## config.mk

```make
export PLATFORM = sky130hd
export DESIGN_NAME = multicycle_control
export DESIGN_NICKNAME = d
export VERILOG_FILES = /design/src/rtl/mc_ctrl_pkg.sv /design/src/rtl/mc_ctrl_decode.sv /design/src/rtl/multicycle_control.sv
export SDC_FILE = /design/constraint.sdc
export NUM_CORES = 1
export LEC_CHECK = 0
export CORE_AREA = 2 2 57 59
export DETAILED_ROUTE_END_ITERATION = 8
export DIE_AREA = 0 0 59 61
export GPL_TIMING_DRIVEN = 0
export PLACE_DENSITY = 0.76
export SETUP_SLACK_MARGIN = 0.1
export SLEW_MARGIN = 20
export SYNTH_ARGS = -nofsm -noshare
export SYNTH_HDL_FRONTEND = slang
export SYNTH_SLANG_ARGS = --single-unit
```

## constraint.sdc

```tcl
create_clock -name clk -period 2.2 [get_ports clk]
set_clock_uncertainty 0.2 [all_clocks]
set_input_delay 0.44 -clock clk [delete_from_list [all_inputs] [get_ports clk]]
set_output_delay 0.44 -clock clk [all_outputs]
set_load 0.03 [all_outputs]
```

## src/rtl/mc_ctrl_pkg.sv

```systemverilog
// Shared definitions for the multicycle controller: opcodes, FSM states and
// the control-word encodings seen by the datapath.
package mc_ctrl_pkg;

  localparam logic [31:0] OpRtype = 32'd0;
  localparam logic [31:0] OpAddi  = 32'd1;
  localparam logic [31:0] OpLw    = 32'd2;
  localparam logic [31:0] OpSw    = 32'd3;
  localparam logic [31:0] OpBeq   = 32'd4;
  localparam logic [31:0] OpJ     = 32'd5;

  typedef enum logic [3:0] {
    StFetch, StDecode, StExecR, StAddrI, StBranch, StJump,
    StMemRd, StMemWr, StWbR, StWbMem, StWbI
  } state_e;

  typedef enum logic [2:0] {
    OpcRtype, OpcAddi, OpcLw, OpcSw, OpcBeq, OpcJ, OpcIllegal
  } op_class_e;

  localparam logic [1:0] AluSrcBReg   = 2'b00;
  localparam logic [1:0] AluSrcBFour  = 2'b01;
  localparam logic [1:0] AluSrcBImm   = 2'b10;
  localparam logic [1:0] AluSrcBImmSh = 2'b11;

  localparam logic [1:0] PcSrcAlu    = 2'b00;
  localparam logic [1:0] PcSrcAluOut = 2'b01;
  localparam logic [1:0] PcSrcJump   = 2'b10;

  localparam logic [1:0] AluOpAdd   = 2'b00;
  localparam logic [1:0] AluOpSub   = 2'b01;
  localparam logic [1:0] AluOpFunct = 2'b10;

  typedef struct packed {
    logic       pc_write;
    logic       pc_write_cond;
    logic       ir_write;
    logic       i_or_d;
    logic       mem_read;
    logic       mem_write;
    logic       mem_to_reg;
    logic       reg_dst;
    logic       reg_write;
    logic       alu_src_a;
    logic [1:0] alu_src_b;
    logic [1:0] alu_op;
    logic [1:0] pc_source;
    logic       illegal_op;
    logic       instr_done;
  } ctrl_t;

  // Opcode is zero-extended by the caller so one helper serves any OPCODE_W.
  function automatic op_class_e classify_op(logic [31:0] op);
    case (op)
      OpRtype: return OpcRtype;
      OpAddi:  return OpcAddi;
      OpLw:    return OpcLw;
      OpSw:    return OpcSw;
      OpBeq:   return OpcBeq;
      OpJ:     return OpcJ;
      default: return OpcIllegal;
    endcase
  endfunction

endpackage

```

## src/rtl/mc_ctrl_decode.sv

```systemverilog
// Combinational map from FSM state (plus opcode and mem_ready) to the
// control word; everything is forced low while reset is held.
module mc_ctrl_decode
  import mc_ctrl_pkg::*;
#(
  parameter int unsigned OpcodeW = 4
) (
  input  logic               rst_i,
  input  state_e             state_i,
  input  logic [OpcodeW-1:0] opcode_i,
  input  logic               mem_ready_i,
  output ctrl_t              ctrl_o
);

  op_class_e op_class;
  assign op_class = classify_op(32'(opcode_i));

  always_comb begin
    ctrl_o = '0;
    unique case (state_i)
      StFetch: begin
        ctrl_o.mem_read  = 1'b1;
        ctrl_o.alu_src_b = AluSrcBFour;
        ctrl_o.alu_op    = AluOpAdd;
        ctrl_o.pc_source = PcSrcAlu;
        ctrl_o.ir_write  = mem_ready_i;
        ctrl_o.pc_write  = mem_ready_i;
      end
      StDecode: begin
        ctrl_o.alu_src_b  = AluSrcBImmSh;
        ctrl_o.illegal_op = (op_class == OpcIllegal);
      end
      StExecR: begin
        ctrl_o.alu_src_a = 1'b1;
        ctrl_o.alu_src_b = AluSrcBReg;
        ctrl_o.alu_op    = AluOpFunct;
      end
      StAddrI: begin
        ctrl_o.alu_src_a = 1'b1;
        ctrl_o.alu_src_b = AluSrcBImm;
      end
      StBranch: begin
        ctrl_o.alu_src_a     = 1'b1;
        ctrl_o.alu_op        = AluOpSub;
        ctrl_o.pc_source     = PcSrcAluOut;
        ctrl_o.pc_write_cond = 1'b1;
        ctrl_o.instr_done    = 1'b1;
      end
      StJump: begin
        ctrl_o.pc_source  = PcSrcJump;
        ctrl_o.pc_write   = 1'b1;
        ctrl_o.instr_done = 1'b1;
      end
      StMemRd: begin
        ctrl_o.i_or_d   = 1'b1;
        ctrl_o.mem_read = 1'b1;
      end
      StMemWr: begin
        ctrl_o.i_or_d     = 1'b1;
        ctrl_o.mem_write  = 1'b1;
        ctrl_o.instr_done = mem_ready_i;
      end
      StWbR: begin
        ctrl_o.reg_dst    = 1'b1;
        ctrl_o.reg_write  = 1'b1;
        ctrl_o.instr_done = 1'b1;
      end
      StWbMem: begin
        ctrl_o.reg_write  = 1'b1;
        ctrl_o.mem_to_reg = 1'b1;
        ctrl_o.instr_done = 1'b1;
      end
      StWbI: begin
        ctrl_o.reg_write  = 1'b1;
        ctrl_o.instr_done = 1'b1;
      end
      default: ;
    endcase
    if (rst_i) ctrl_o = '0;
  end

endmodule

```

## src/rtl/multicycle_control.sv

```systemverilog
// Multicycle CPU controller: state register, next-state logic and the
// retired-instruction counter; output decode lives in mc_ctrl_decode.
module multicycle_control
  import mc_ctrl_pkg::*;
#(
  parameter int unsigned OPCODE_W = 4,
  parameter int unsigned ALU_OP_W = 2,
  parameter int unsigned CNT_W    = 16
) (
  input  logic                clk,
  input  logic                rst,
  input  logic [OPCODE_W-1:0] opcode,
  input  logic                zero,
  input  logic                mem_ready,
  output logic                pc_write,
  output logic                pc_write_cond,
  output logic                ir_write,
  output logic                i_or_d,
  output logic                mem_read,
  output logic                mem_write,
  output logic                mem_to_reg,
  output logic                reg_dst,
  output logic                reg_write,
  output logic                alu_src_a,
  output logic [1:0]          alu_src_b,
  output logic [ALU_OP_W-1:0] alu_op,
  output logic [1:0]          pc_source,
  output logic                illegal_op,
  output logic                instr_done,
  output logic [CNT_W-1:0]    retired
);

  state_e            state_q, state_d;
  logic [CNT_W-1:0]  retired_q;
  op_class_e         op_class;
  ctrl_t             ctrl;

  // The datapath qualifies pc_write_cond with zero; sequencing ignores it.
  logic unused_zero;
  assign unused_zero = zero;

  assign op_class = classify_op(32'(opcode));

  always_comb begin
    state_d = state_q;
    unique case (state_q)
      StFetch:  if (mem_ready) state_d = StDecode;
      StDecode: begin
        case (op_class)
          OpcRtype:                state_d = StExecR;
          OpcAddi, OpcLw, OpcSw:   state_d = StAddrI;
          OpcBeq:                  state_d = StBranch;
          OpcJ:                    state_d = StJump;
          default:                 state_d = StFetch;
        endcase
      end
      StExecR:  state_d = StWbR;
      StAddrI: begin
        case (op_class)
          OpcLw:   state_d = StMemRd;
          OpcSw:   state_d = StMemWr;
          OpcAddi: state_d = StWbI;
          default: state_d = StFetch;
        endcase
      end
      StMemRd:  if (mem_ready) state_d = StWbMem;
      StMemWr:  if (mem_ready) state_d = StFetch;
      StBranch, StJump, StWbR, StWbMem, StWbI: state_d = StFetch;
      default:  state_d = StFetch;
    endcase
  end

  always_ff @(posedge clk) begin
    if (rst) begin
      state_q   <= StFetch;
      retired_q <= '0;
    end else begin
      state_q <= state_d;
      if (ctrl.instr_done) retired_q <= retired_q + CNT_W'(1);
    end
  end

  mc_ctrl_decode #(
    .OpcodeW(OPCODE_W)
  ) u_decode (
    .rst_i      (rst),
    .state_i    (state_q),
    .opcode_i   (opcode),
    .mem_ready_i(mem_ready),
    .ctrl_o     (ctrl)
  );

  assign pc_write      = ctrl.pc_write;
  assign pc_write_cond = ctrl.pc_write_cond;
  assign ir_write      = ctrl.ir_write;
  assign i_or_d        = ctrl.i_or_d;
  assign mem_read      = ctrl.mem_read;
  assign mem_write     = ctrl.mem_write;
  assign mem_to_reg    = ctrl.mem_to_reg;
  assign reg_dst       = ctrl.reg_dst;
  assign reg_write     = ctrl.reg_write;
  assign alu_src_a     = ctrl.alu_src_a;
  assign alu_src_b     = ctrl.alu_src_b;
  assign alu_op        = ALU_OP_W'(ctrl.alu_op);
  assign pc_source     = ctrl.pc_source;
  assign illegal_op    = ctrl.illegal_op;
  assign instr_done    = ctrl.instr_done;
  assign retired       = rst ? '0 : retired_q;

endmodule
```

==> out/results.ini, run 1 <==
[global_route]
grt_usage_pct = 23.8
grt_pass1_wl_mm = 6.63
grt-ovfl-total = 0
grt_pass1_vias = 1476
grt_max_degree = 12
antenna_found_initial = 0

[routing]
drt_first_pass_iters = 4
routedWlPerCell_um = 16.1
ant_nets = 0
drt_iter0_markers = 83
vias = 1541
drc = 0
finalWirelength_mm = 4.26
viasPerCell = 5.82

[worst_hold_path]
min_path_cells = 2
hp-class = reg -> reg
min-delay-start = retired_q[14]$_SDFFE_PP0P_
worstHoldEndpoint = retired_q[14]$_SDFFE_PP0P_

[timing]
fmax_ghz = 0.460
drv_slew = 0
hold_viol_final = 0
rsz0062_at_grt = yes
fin_hold_ws_ns = 0.317
period_share_pct = 98.8
layout_min_cycle_time_ns = 2.17
tightest_slew_ns = 0.564
setup_violations = 0
slew_headroom_pct = 62.1

[worst_setup_path]
cp.arrival_ns = 1.53
cp.required_ns = 1.56
critPathMaxFanout = 6
crit_type = reg -> out
r2r_end = retired_q[15]$_SDFFE_PP0P_
cp-end-kind = output port
r2r_cells = 5
r2r-start = state_q[1]$_SDFFE_PP0P_
cp-start-kind = flip-flop
r2r_slack_ns = 0.09

[yosys]
yosysSeqAreaShare_pct = 30.9
synthDistinctLibCells = 42
synth-edff-count = 0
async_flop_share_pct = 0
avgSynthCellArea_um2 = 7.54
synth_nets = 181
ys_ff_latch = 20
ys.flop_type = dfxtp_1
syn-cell-area_um2 = 1300
netlist_instances = 172
yosysWarnings = 0

[cts]
cts_made_buffers = 3
cts_max_level = 1
tritoncts = yes
clk_latency_ns = 0.31
clk_pin_slew_worst_paths_ns = 0.12
cts.sinks = 20
cts_hold_buffers = 0
root_buffer = clkbuf_4
clock_path_buffers = 2

[power_and_ir_drop]
switchingPower_mw = 0.212
power_frac_comb_pct = 22.8
pwr-share-clk_pct = 28.6
p_int_mw = 0.545
leakage_nw = 0.884
powerDensity_nw_per_um2 = 355
seq_power_share_pct = 48.5
total_power_mw = 0.757
switching_share_pct = 28.0
vdd_ir_drop_max_mv = 0.271

[floorplanning]
die_h_um = 61
coreArea_um2 = 2950
ios = 42
die_area_um2 = 3600
rows = 20
start_util_pct = 43.9
die_w_um = 59

[status]
run_status = completed

[cells_and_area]
fin_nets = 242
fill_cells = 239
layout-drive-gt1-share_pct = 37.1
antennaDiodeCount = 0
final-seq-area_um2 = 420
multi_input_area_um2 = 1000
area_growth_pct = 64.7

[placement]
gp_congestion = 0.877
port_buffers = 40
hpwlAfterDp_mm = 2.72

[job]
cap_violations = 0

cell usage after synthesis (3+ instances only):
library cell | number | area (um2)
and3_1 | 4 | 25.0
nand2_1 | 11 | 41.3
nor2_1 | 20 | 75.1
inv_1 | 3 | 11.3
and2_1 | 3 | 18.8
nand2b_1 | 3 | 18.8
clkbuf_1 | 7 | 26.3
or3_1 | 6 | 37.5
nor2b_1 | 17 | 106
nand3_1 | 5 | 25.0
dfxtp_1 | 20 | 400
nor3_1 | 11 | 55.1
o21ai_0 | 8 | 40.0
mux2_2 | 6 | 67.6
a21oi_1 | 10 | 50.1
nor4_1 | 4 | 25.0
placed cells by master (no fill, tap or decap), types with 3 or more instances in the layout:
cell type | Yosys | routed
or3_1 | 6 | 6
inv_1 | 3 | 3
nor4_4 | 0 | 3
nor2_1 | 20 | 15
mux2_2 | 6 | 6
nor2b_1 | 17 | 16
buf_6 | 0 | 12
and3_1 | 4 | 3
buf_2 | 2 | 5
a21oi_1 | 10 | 10
nor2_4 | 0 | 4
buf_4 | 1 | 21
dfxtp_4 | 0 | 5
nand3_1 | 5 | 5
nand2_1 | 11 | 10
nor3_1 | 11 | 7
clkdlybuf4s50_1 | 0 | 4
o21ai_0 | 8 | 8
dlygate4sd2_1 | 0 | 15
clkbuf_4 | 0 | 7
dfxtp_1 | 20 | 14
worst max path at each step:
stage	startpoint	endpoint	cells past startpoint
floorplan	rst	reg_write	3
global placement	rst	retired[14]	5
detailed placement	rst	retired[14]	5
CTS	state_q[0]$_SDFFE_PP0P_	illegal_op	3
global route	opcode[1]	illegal_op	4
finish	state_q[0]$_SDFFE_PP0P_	illegal_op	3
cells by family after synthesis:
logic type,after synthesis,share of synthesized area [%]
buffers and inverters,14,4.54
muxes,7,5.98
DFF,20,30.9
AOI/OAI and AO/OA,31,15.0
xor gates and xnor gates,2,1.35
and+or+nand+nor,97,41.3
adders and majority gates,1,0.965
area by class of cell:
class	instances	area share (%)
multi-input combinational	138	46.9
timing repair buffer	56	22.6
sequential	20	19.7
buffer	11	6.68
tap	33	1.93
clock buffer	4	1.70
inverter	3	0.528
flip-flops by register name, summed over array words and instances (netlist names):
register and flops:
state_q 4, retired_q 16
metal layers:
metal  wire (um)  up-vias  track usage, %
li1            -      741               -
met1        1680      709            27.5
met2        2220       77            45.7
met3         247       14            2.56
met4         114        0            7.79
met5           0        -               0
repair_timing:
action	in CTS	in global routing
setup endpoints to repair	41	20
pin swaps	2	12
resized for setup	174	43
setup buffers	7	9
cloned	0	0
worst max-delay path, stage by stage (launching register included):
cell and delay, ns:
dfxtp_4 0.40, or3b_4 0.43, nor4b_4 0.24, buf_6 0.17
power groups by stage:
| stage | clock, mW | sequential (mW) | combinational [mW] |
|---|---|---|---|
| after floorplan | 0 | 0.377 | 0.0753 |
| after global placement | 0 | 0.378 | 0.120 |
| after detailed placement | 0 | 0.378 | 0.123 |
| after CTS | 0.222 | 0.368 | 0.142 |
| after global routing | 0.233 | 0.368 | 0.182 |
| final | 0.217 | 0.368 | 0.173 |
through the flow:
stage               area [um2]  setup WS [ns]  std cells  setup TNS (ns)  utilization, %
floorplan                 1370        -0.0629        172          -0.186               -
global placement          1810          -1.25        245          -31.58            61.2
detailed placement        1810          -1.26        245          -32.31            61.2
CTS                       1940        0.00873        256               0            65.7
global route              2130        -0.0356        265         -0.0401            72.3
finish                    2130         0.0257        265               0            72.3
Note: power is estimated with default switching activity, not from simulation.
==> run 2, diff against run 1 <==
--- a/config.mk
+++ b/config.mk
@@ -11,7 +11,6 @@
 export GPL_TIMING_DRIVEN = 0
 export PLACE_DENSITY = 0.76
 export SETUP_SLACK_MARGIN = 0.1
-export SLEW_MARGIN = 20
 export SYNTH_ARGS = -nofsm -noshare
 export SYNTH_HDL_FRONTEND = slang
 export SYNTH_SLANG_ARGS = --single-unit
==> results of run 2 <==
The final DEF is identical to that of run 1; final timing and power are the same.
==> run 3, diff against run 2 <==
--- a/config.mk
+++ b/config.mk
@@ -8,6 +8,7 @@
 export CORE_AREA = 2 2 57 59
 export DETAILED_ROUTE_END_ITERATION = 8
 export DIE_AREA = 0 0 59 61
+export GPL_ROUTABILITY_DRIVEN = 0
 export GPL_TIMING_DRIVEN = 0
 export PLACE_DENSITY = 0.76
 export SETUP_SLACK_MARGIN = 0.1
==> out/results.ini, run 3 (synthesized netlist as in run 1, its figures left out) <==
[worst_setup_path]
cp-start-kind = flip-flop
critPathMaxFanout = 10  ; +4
cp-end-kind = output port
r2r_end = retired_q[14]$_SDFFE_PP0P_
path_cells = clkbuf_8 > nor2_4 > and3_1 > or2_2 > buf_4
cp.arrival_ns = 1.54  ; about the same
r2r_cells = 6  ; +1
crit_type = reg -> out
r2r_slack_ns = 0.12  ; +0.03 ns
critPathMaxStageDelay_ns = 0.40  ; -0.03 ns
crit_start = state_q[0]$_SDFFE_PP0P_
cp.required_ns = 1.56  ; about the same
r2r-start = state_q[3]$_SDFFE_PP0P_
critPathTopFamily = simple AND/OR/NAND/NOR gates
crit_slowest_cell = dfxtp_4
crit_buf_inv = 2  ; +1

[cts]
clock_path_buffers = 2  ; unchanged
tritoncts = yes
cts_hold_buffers = 0  ; unchanged
cts.sinks = 20  ; unchanged
root_buffer = clkbuf_4
clk_pin_slew_worst_paths_ns = 0.12  ; about the same
cts_max_level = 1  ; unchanged
cts_made_buffers = 3  ; unchanged
clk_latency_ns = 0.31  ; about the same

[cells_and_area]
mostFrequentLayoutCells = buf_4 (22), nor2b_1 (17), nor2_1 (15)
reg_top3 = retired_q (16), state_q (4)
fin_area_um2 = 2050  ; -3.9%
fin_nets = 237  ; -2.1%
antennaDiodeCount = 0  ; unchanged
area_growth_pct = 58.2
largest_reg_flops = 16  ; unchanged
final_core_util_pct = 69.4  ; -2.8 points
final_common_cell = buf_4
regMostFlops = retired_q
layout-drive-gt1-share_pct = 34.8  ; -2.3 points

[floorplanning]
rows = 20  ; unchanged
die_area_um2 = 3600  ; unchanged
ios = 42  ; unchanged
die_h_um = 61  ; unchanged
start_util_pct = 43.9  ; unchanged
die_w_um = 59  ; unchanged
coreArea_um2 = 2950  ; unchanged

[timing]
hold_viol_final = 0  ; unchanged
layout_min_cycle_time_ns = 2.18  ; +0.00547 ns
fin_hold_ws_ns = 0.306  ; -0.0111 ns
slew_headroom_pct = 59.8  ; -2.2 points
period_share_pct = 99.1  ; +0.25 points
setup_slack_ns = 0.0203  ; -0.00547 ns
drv_slew = 0  ; unchanged
tightest_slew_ns = 0.597  ; +0.0333 ns
fmax_ghz = 0.459  ; -0.25%
setup_violations = 0  ; unchanged
rsz0062_at_grt = yes

[global_route]
grt_max_degree = 12  ; unchanged
grt_usage_pct = 23.3  ; -0.56 points
grt_pass1_vias = 1433  ; -2.9%
grt_pass1_wl_mm = 6.42  ; -3.1%
antenna_found_initial = 0  ; unchanged
grt-ovfl-total = 0  ; unchanged

[power_and_ir_drop]
leakage_nw = 0.852  ; -3.6%
total_power_mw = 0.733  ; -3.2%
powerDensity_nw_per_um2 = 357  ; +0.73%
vdd_ir_drop_max_mv = 0.338  ; +25%

[placement]
place_ws_ns = -1.24  ; +0.0164 ns
port_buffers = 40  ; unchanged
hpwlAfterDp_mm = 2.80  ; +2.7%
dpl_cell_area_um2 = 1810  ; unchanged

[worst_hold_path]
hp-class = reg -> reg
min_path_cells = 2  ; unchanged
min-delay-start = retired_q[14]$_SDFFE_PP0P_
worstHoldEndpoint = retired_q[14]$_SDFFE_PP0P_

[routing]
drt_first_pass_iters = 5  ; +1
vias = 1535  ; -0.39%
drc = 0  ; unchanged
routedWlPerCell_um = 15.6  ; -3.2%
drt_iter0_markers = 58  ; -30%
viasPerCell = 5.90  ; +1.5%
finalWirelength_mm = 4.05  ; -5.0%
ant_nets = 0  ; unchanged

[job]
cap_violations = 0  ; unchanged

[status]
run_status = completed

## run 3: cell types whose count changed in the layout (fill, tap and decap cells not counted), moves of 2 or more
cell           delta
dlygate4sd2_1     -2
buf_6             -2
buf_8             -2
clkbuf_4          -4
clkbuf_8          +2
## run 3: worst max-delay path by stage
stage                  endpoint  cells after the start
detailed placement    reg_write                      5
finish                 pc_write                      5
floorplan             reg_write                      3
global placement    retired[14]                      5
global route           pc_write                      5
CTS                  illegal_op                      3
## run 3: area by class of cell
type	count	area, um2
buffer	11	128
clock buffer	4	36.3
fill	254	902
inverter	3	11.3
multi-input combinational	138	987
sequential	20	420
tap	33	41.3
timing repair buffer	51	427
## run 3: worst reg2reg max path, stage by stage (launching register included)
cell	delay, ns
dfxtp_4	0.38
buf_4	0.15
nand4b_1	0.16
o22a_1	0.25
buf_2	0.19
or4b_1	0.51
a21oi_1	0.16
## run 3: report_power, final
part	total, mW	internal, mW	switching (mW)
logic	0.146	0.0640	0.0823
registers	0.367	0.362	0.00586
clock network	0.219	0.101	0.118
total	0.733	0.527	0.206
## run 3: per-stage QoR
stage | std cells | setup TNS [ns]
after floorplan | 172 | -0.186
after CTS | 254 | 0
after detailed placement | 245 | -31.82
after global placement | 245 | -31.54
final | 260 | 0
after global routing | 260 | -0.0652
## run 3: timing repair
action,in CTS,in global routing
pin swaps,1,8
resized for setup,178,31
hold endpoints to repair,0,0
setup endpoints to repair,42,17
setup buffers,5,6
## run 3: metal layers
metal | up-vias | GRT usage, % | wire [um]
met1 | 709 | 26.0 | 1580
met3 | 11 | 3.84 | 309
li1 | 737 | - | -
met4 | 0 | 9.09 | 75
met5 | - | 0 | 0
met2 | 78 | 43.8 | 2080
